**config.mk**
```make
export PLATFORM = sky130hd
export DESIGN_NAME = mem_access_stage
export DESIGN_NICKNAME = d
export VERILOG_FILES = /design/src/rtl/mem_access_stage_pkg.sv /design/src/rtl/mem_access_stage_store_lane_align.sv /design/src/rtl/mem_access_stage.sv
export SDC_FILE = /design/constraint.sdc
export NUM_CORES = 1
export LEC_CHECK = 0
export ABC_AREA = 0
export CAP_MARGIN = 10
export CORE_AREA = 2 2 114 116
export CTS_BUF_LIST = sky130_fd_sc_hd__clkbuf_4 sky130_fd_sc_hd__clkbuf_8
export DETAILED_ROUTE_END_ITERATION = 6
export DIE_AREA = 0 0 116 118
export GPL_TIMING_DRIVEN = 0
export PLACE_DENSITY = 0.81
export SKIP_LAST_GASP = 1
export SLEW_MARGIN = 20
export SYNTH_ARGS = -nofsm -noshare
export SYNTH_HDL_FRONTEND = slang
export SYNTH_SLANG_ARGS = --single-unit
```
**constraint.sdc**
```tcl
create_clock -name cpu_clk_50M -period 5.6 [get_ports cpu_clk_50M]
set_input_delay 0.84 -clock cpu_clk_50M [delete_from_list [all_inputs] [get_ports cpu_clk_50M]]
set_output_delay 0.84 -clock cpu_clk_50M [all_outputs]
set_load 0.05 [all_outputs]
```
**src/rtl/mem_access_stage_pkg.sv**
```systemverilog
// Shared definitions for the MEM-stage load/store unit: micro-op codes,
// FSM states, big-endian byte-enable constants and decode helpers.
package mem_access_stage_pkg;

  localparam int ALUOP_W = 8;
  typedef logic [ALUOP_W-1:0] aluop_t;

  localparam aluop_t ALUOP_NOP = 8'h00;
  localparam aluop_t ALUOP_ADD = 8'h18;
  localparam aluop_t ALUOP_LB  = 8'h90;
  localparam aluop_t ALUOP_LBU = 8'h91;
  localparam aluop_t ALUOP_LH  = 8'h92;
  localparam aluop_t ALUOP_LHU = 8'h93;
  localparam aluop_t ALUOP_LW  = 8'h94;
  localparam aluop_t ALUOP_SB  = 8'h98;
  localparam aluop_t ALUOP_SH  = 8'h99;
  localparam aluop_t ALUOP_SW  = 8'h9a;

  localparam int DEFAULT_TIMEOUT = 255;

  typedef enum logic [1:0] {
    ST_IDLE  = 2'd0,
    ST_WAIT  = 2'd1,
    ST_DONE  = 2'd2,
    ST_DRAIN = 2'd3
  } state_t;

  typedef enum logic [1:0] {
    SZ_NONE = 2'd0,
    SZ_BYTE = 2'd1,
    SZ_HALF = 2'd2,
    SZ_WORD = 2'd3
  } size_t;

  // Lane 3 ([31:24]) holds the lowest address: big-endian byte order.
  localparam logic [3:0] BE_B0 = 4'b1000;
  localparam logic [3:0] BE_B1 = 4'b0100;
  localparam logic [3:0] BE_B2 = 4'b0010;
  localparam logic [3:0] BE_B3 = 4'b0001;
  localparam logic [3:0] BE_H0 = 4'b1100;
  localparam logic [3:0] BE_H2 = 4'b0011;
  localparam logic [3:0] BE_W  = 4'b1111;

  function automatic size_t access_size(input aluop_t op);
    case (op)
      ALUOP_LB, ALUOP_LBU, ALUOP_SB: return SZ_BYTE;
      ALUOP_LH, ALUOP_LHU, ALUOP_SH: return SZ_HALF;
      ALUOP_LW, ALUOP_SW:            return SZ_WORD;
      default:                       return SZ_NONE;
    endcase
  endfunction

  function automatic logic is_load(input aluop_t op);
    return (op == ALUOP_LB) || (op == ALUOP_LBU) || (op == ALUOP_LH) ||
           (op == ALUOP_LHU) || (op == ALUOP_LW);
  endfunction

  function automatic logic is_store(input aluop_t op);
    return (op == ALUOP_SB) || (op == ALUOP_SH) || (op == ALUOP_SW);
  endfunction

endpackage

```
**src/rtl/mem_access_stage_store_lane_align.sv**
```systemverilog
// Combinational lane steering: micro-op, address offset and store data to
// byte enables, byte-swapped write data and a misalignment flag.
module store_lane_align
  import mem_access_stage_pkg::*;
(
  input  logic [ALUOP_W-1:0] aluop,
  input  logic [1:0]         offset,
  input  logic [31:0]        rt,
  output logic [3:0]         be,
  output logic [31:0]        wdata,
  output logic               misalign
);

  always_comb begin
    // NOTE: every output gets a default first so no path leaves one unassigned (no latch).
    be       = '0;
    wdata    = '0;
    misalign = 1'b0;
    case (access_size(aluop))
      SZ_BYTE: begin
        case (offset)
          2'd0: begin be = BE_B0; wdata = {rt[7:0], 24'h0}; end
          2'd1: begin be = BE_B1; wdata = {8'h0, rt[7:0], 16'h0}; end
          2'd2: begin be = BE_B2; wdata = {16'h0, rt[7:0], 8'h0}; end
          default: begin be = BE_B3; wdata = {24'h0, rt[7:0]}; end
        endcase
      end
      SZ_HALF: begin
        if (offset[0]) begin
          misalign = 1'b1;
        end else if (!offset[1]) begin
          be    = BE_H0;
          wdata = {rt[7:0], rt[15:8], 16'h0};
        end else begin
          be    = BE_H2;
          wdata = {16'h0, rt[7:0], rt[15:8]};
        end
      end
      SZ_WORD: begin
        if (offset != 2'd0) begin
          misalign = 1'b1;
        end else begin
          be    = BE_W;
          wdata = {rt[7:0], rt[15:8], rt[23:16], rt[31:24]};
        end
      end
      default: ;
    endcase
  end

endmodule

```
**src/rtl/mem_access_stage.sv**
```systemverilog
// MEM-stage load/store unit: issues byte-enabled requests on a handshaked
// data bus, stalls until ack, flags misaligned accesses, aborts on timeout.
module mem_access_stage
  import mem_access_stage_pkg::*;
#(
  parameter int TIMEOUT = DEFAULT_TIMEOUT
) (
  input  logic               cpu_clk_50M,
  input  logic               cpu_rst_n,
  input  logic               mem_valid_i,
  input  logic [ALUOP_W-1:0] mem_aluop_i,
  input  logic [31:0]        mem_addr_i,
  input  logic [31:0]        mem_din_i,
  input  logic               flush_i,
  output logic [3:0]         mem_dre_o,
  output logic [31:0]        mem_dm_o,
  output logic               stall_req_o,
  output logic               exc_adel_o,
  output logic               exc_ades_o,
  output logic [31:0]        badvaddr_o,
  output logic               bus_err_o,
  output logic               dbus_req_o,
  output logic               dbus_wr_o,
  output logic [3:0]         dbus_be_o,
  output logic [31:0]        dbus_addr_o,
  output logic [31:0]        dbus_wdata_o,
  input  logic [31:0]        dbus_rdata_i,
  input  logic               dbus_ack_i
);

  localparam int CNT_W = (TIMEOUT > 2) ? $clog2(TIMEOUT) : 1;
  localparam logic [CNT_W-1:0] WD_LAST = CNT_W'(TIMEOUT - 1);

  logic [3:0]  be;
  logic [31:0] wdata;
  logic        misalign;

  store_lane_align u_align (
    .aluop    (mem_aluop_i),
    .offset   (mem_addr_i[1:0]),
    .rt       (mem_din_i),
    .be       (be),
    .wdata    (wdata),
    .misalign (misalign)
  );

  logic op_load;
  logic op_store;
  assign op_load  = is_load(mem_aluop_i);
  assign op_store = is_store(mem_aluop_i);

  state_t           state;
  logic             req_wr;
  logic             req_load;
  logic [3:0]       req_be;
  logic [31:0]      req_addr;
  logic [31:0]      req_wdata;
  logic [31:0]      mem_dm_q;
  logic [CNT_W-1:0] wd_cnt;
  logic             bus_err_q;

  logic req_active;
  logic start;
  logic wd_expire;

  assign req_active = (state == ST_WAIT) || (state == ST_DRAIN);

  // The cycle after a watchdog abort the failed instruction is still in MEM;
  // suppressing start there lets it retire instead of re-issuing.
  assign start = (state == ST_IDLE) && mem_valid_i && (op_load || op_store) &&
                 !misalign && !flush_i && !bus_err_q;

  assign wd_expire = (TIMEOUT != 0) && req_active && !dbus_ack_i && (wd_cnt == WD_LAST);

  always_ff @(posedge cpu_clk_50M or negedge cpu_rst_n) begin
    if (!cpu_rst_n) begin
      state     <= ST_IDLE;
      req_wr    <= 1'b0;
      req_load  <= 1'b0;
      req_be    <= '0;
      req_addr  <= '0;
      req_wdata <= '0;
      mem_dm_q  <= '0;
      wd_cnt    <= '0;
      bus_err_q <= 1'b0;
    end else begin
      // NOTE: non-blocking assignments so every register samples pre-edge values.
      bus_err_q <= 1'b0;
      case (state)
        ST_IDLE: begin
          if (start) begin
            state     <= ST_WAIT;
            req_wr    <= op_store;
            req_load  <= op_load;
            req_be    <= be;
            req_addr  <= {mem_addr_i[31:2], 2'b00};
            req_wdata <= op_store ? wdata : '0;
            wd_cnt    <= '0;
          end
        end
        ST_WAIT: begin
          if (dbus_ack_i) begin
            if (flush_i) begin
              state <= ST_IDLE;
            end else begin
              state <= ST_DONE;
              if (req_load) mem_dm_q <= dbus_rdata_i;
            end
          end else if (wd_expire) begin
            state     <= ST_IDLE;
            bus_err_q <= 1'b1;
            mem_dm_q  <= '0;
          end else begin
            wd_cnt <= wd_cnt + CNT_W'(1);
            if (flush_i) state <= ST_DRAIN;
          end
        end
        ST_DRAIN: begin
          // The slave has already seen the request; hold it until it completes.
          if (dbus_ack_i) begin
            state <= ST_IDLE;
          end else if (wd_expire) begin
            state     <= ST_IDLE;
            bus_err_q <= 1'b1;
            mem_dm_q  <= '0;
          end else begin
            wd_cnt <= wd_cnt + CNT_W'(1);
          end
        end
        ST_DONE: state <= ST_IDLE;
        default: state <= ST_IDLE;
      endcase
    end
  end

  assign stall_req_o  = start || req_active;
  assign dbus_req_o   = req_active;
  assign dbus_wr_o    = req_wr;
  assign dbus_be_o    = req_be;
  assign dbus_addr_o  = req_addr;
  assign dbus_wdata_o = req_wdata;
  assign mem_dm_o     = mem_dm_q;
  assign bus_err_o    = bus_err_q;

  assign mem_dre_o  = (mem_valid_i && op_load) ? be : 4'b0000;
  assign exc_adel_o = mem_valid_i && op_load && misalign;
  assign exc_ades_o = mem_valid_i && op_store && misalign;
  assign badvaddr_o = (exc_adel_o || exc_ades_o) ? mem_addr_i : 32'h0;

endmodule
```
==> summary.md <==
| Metric | Value |
|---|---|
| Outcome | `finished, final reports clean` |
| Non-Filler Instances | `841` |
| CTS Buf Count | `9` |
| Setup total negative slack | `0 ns` |
| Slew HR | `0.2662` |
| Fin Clk Skew | `0.01293 ns` |
| Setup ws final | `0.5332 ns` |
| Worst vdd ir | `0.0001158 V` |
| Hold Crit Class | `in2async` |
| Die Area | `13690 um^2` |
| Cell breakdown of the critical path | `clkdlybuf4s50_1 -> nand4bb_1 -> a2111oi_0 -> o311ai_0 -> nor2_1 -> clkbuf_1 -> and2_1 -> clkdlybuf4s50_1` |
| Commonest cells after routing, fill and taps aside | `clkdlybuf4s50_1, dfrtp_1, a22o_1` |
| Final Util | `0.6420` |
| Crit path DAT | `4.23 ns` |
| Initial Util | `0.4049` |
| Hold Fails Final Rpt | `0` |
| Port Buffers | `247` |
| Detail Placement HPWL | `12620 um` |
| Worst EP required | `4.76 ns` |
| Yosys warnings | `0` |
| Root buffer cell | `clkbuf_8` |
| Critical path class | `in2out` |
| Gpl congestion | `0.9333` |
| Vias/cell | `5.341` |
| Fin nets | `775` |
| Most common cell after layout, fill and taps aside | `clkdlybuf4s50_1` |
| Layout cells sized above 1 | `0.1031` |
| Main synth FF type | `dfrtp_1` |
| DRT Wirelength | `16000 um` |
| Routed Antenna Nets | `0` |
| RSZ-0062 raised after global routing | `false` |
| TritonRoute pass-1 iters | `6` |
| Vias in the first global route | `4666` |
| Seq/Total Area, Yosys | `0.5527` |
| Ant diodes | `0` |
| Final setup violation count | `0` |
| CTS sink cnt | `111` |
| Pleak | `3.407 nW` |
| Post-route cell area | `7970 um^2` |
| Post-Synthesis Cell Area | `5026 um^2` |
| Post-synth EDFFs | `0` |
| # rows | `41` |
| Critical path endpoint category | `output pin` |
| Pwr Total | `1.782 mW` |
| CTS tree | `yes` |
| # IOs | `251` |
| Total core area | `12410 um^2` |
| Die height | `118 um` |
| Via Count | `4492` |
| Clk slew on worst S/H paths | `0.11 ns` |
| F_max | `197.4 MHz` |
| Worst Setup Start Kind | `primary input` |
| Post-route DRC | `0` |
| Yosys reg bits | `111` |
| Max-cap violations | `0` |
| Reg2reg path depth | `4` |
| GRT Util Overall | `0.2357` |
| Clock H-tree levels | `3` |
| Placed instance count | `825` |
| Ys async rst share | `1.000` |
| Minimum clock period after layout | `5.067 ns` |
| Post-synth cell types | `49` |
| DR WL/cell | `19.03 um` |
| Placed instance area | `7757 um^2` |
| First-pass GRT wire length | `24990 um` |
| DRT iter0 DRCs | `275` |
| Layout area overhead | `58.58%` |
| R2r setup slk | `3.53 ns` |
| Peak fanout along the critical path | `10` |
| Die W | `116 um` |
| Fin. max-slew vios | `0` |
| Clk buf depth | `2` |
| Pwr per Cell Area | `223.6 nW/um^2` |
| Initial antenna violation count | `0` |
| Avg Inst Size Synth | `12.47 um^2` |
| Setup Slack @ Placement | `0.5298 ns` |
| Post-CTS Resized | `0` |
| Clock latency on the worst-skew pair | `0.38 ns` |
| Most used cell, CP | `clkdlybuf4s50_1` |
| Fin crit share | `0.9048` |
| Largest net degree at the start of global routing | `78` |
| Post-CTS setup buffer count | `0` |
| Syn Inst Count | `403` |
| Critical-path top delay cell | `clkdlybuf4s50_1` |
| Remaining Overflow, GRT | `0` |
| Smallest hold slack | `0.3367 ns` |
| CP max stage delay | `0.82 ns` |
| Tightest Pin Transition | `1.092 ns` |
| Cts-stage hold buffer count | `0` |
-- cell usage after synthesis, drive strengths merged, types with 3 or more instances --
master	instances	area share
a22o	40	0.070
mux2	31	0.087
nand3	7	0.0070
a222oi	8	0.016
inv	6	0.0045
clkbuf	15	0.011
and2	33	0.041
nor3	9	0.010
nor2	25	0.019
xor2	4	0.0070
dfrtp	111	0.55
buf	13	0.022
nand2	14	0.010
nand4	3	0.0037
a22oi	16	0.024
mux2i	4	0.0080
o2bb2ai	24	0.042
-- report_power, final --
group          leakage (nW)  switching (mW)  internal (mW)
clock                 0.105           0.273          0.228
sequential             1.51          0.0252          0.843
combinational          1.79           0.230          0.183
-- path summary, 6_finish.rpt --
| path | to | start |
|---|---|---|
| setup reg to reg | dbus_wdata_o[6] | state[0] |
| min in group cpu_clk_50M | dbus_wdata_o[16] | dbus_wdata_o[16] |
| hold / removal | dbus_addr_o[15] | cpu_rst_n |
| hold reg to reg | dbus_wdata_o[16] | dbus_wdata_o[16] |
| max in group asynchronous | mem_dm_o[20] | cpu_rst_n |
| setup / recovery | badvaddr_o[6] | mem_aluop_i[6] |
-- cell families (layout without fill, tap and decap cells) --
kind of cell,after synthesis,after routing,share of synthesized area
compound gates,104,104,0.1753
xor+xnor,6,6,0.01046
fa+ha+maj,2,2,0.004978
buf+inv,34,299,0.03809
flops,111,111,0.5527
mux,35,35,0.09535
other cells,1,2,0.0007461
simple gates,110,110,0.1225
-- registers in the layout, indices dropped and copies added, names as in the netlist --
register	count
dbus_be_o	4
dbus_addr_o	30
dbus_wr_o	1
bus_err_o	1
state	2
dbus_wdata_o	32
mem_dm_o	32
wd_cnt	8
req_load	1
-- worst max-delay path: cells and delay by family --
| kind | cells | cell delay, ns |
|---|---|---|
| buffers and inverters | 3 | 1.56 |
| AND/OR/NAND/NOR | 3 | 0.90 |
| AO/OA/AOI/OAI | 2 | 0.91 |
-- area by class of cell --
type	count	area, um^2
buffer	28	168.9
clock buffer	11	145.1
clock inverter	5	62.56
fill	958	4444
inverter	6	22.52
multi-input combinational	259	2072
sequential	111	2778
tap	172	215.2
timing repair buffer	249	2506
-- routing by layer --
metal	vias up	wire length, um	global-route usage
li1	2024	-	-
met1	2157	6017	0.2737
met2	266	7806	0.3991
met3	45	1586	0.06797
met4	0	591	0.1057
met5	-	0	0
(Power assumes the default switching activity.)
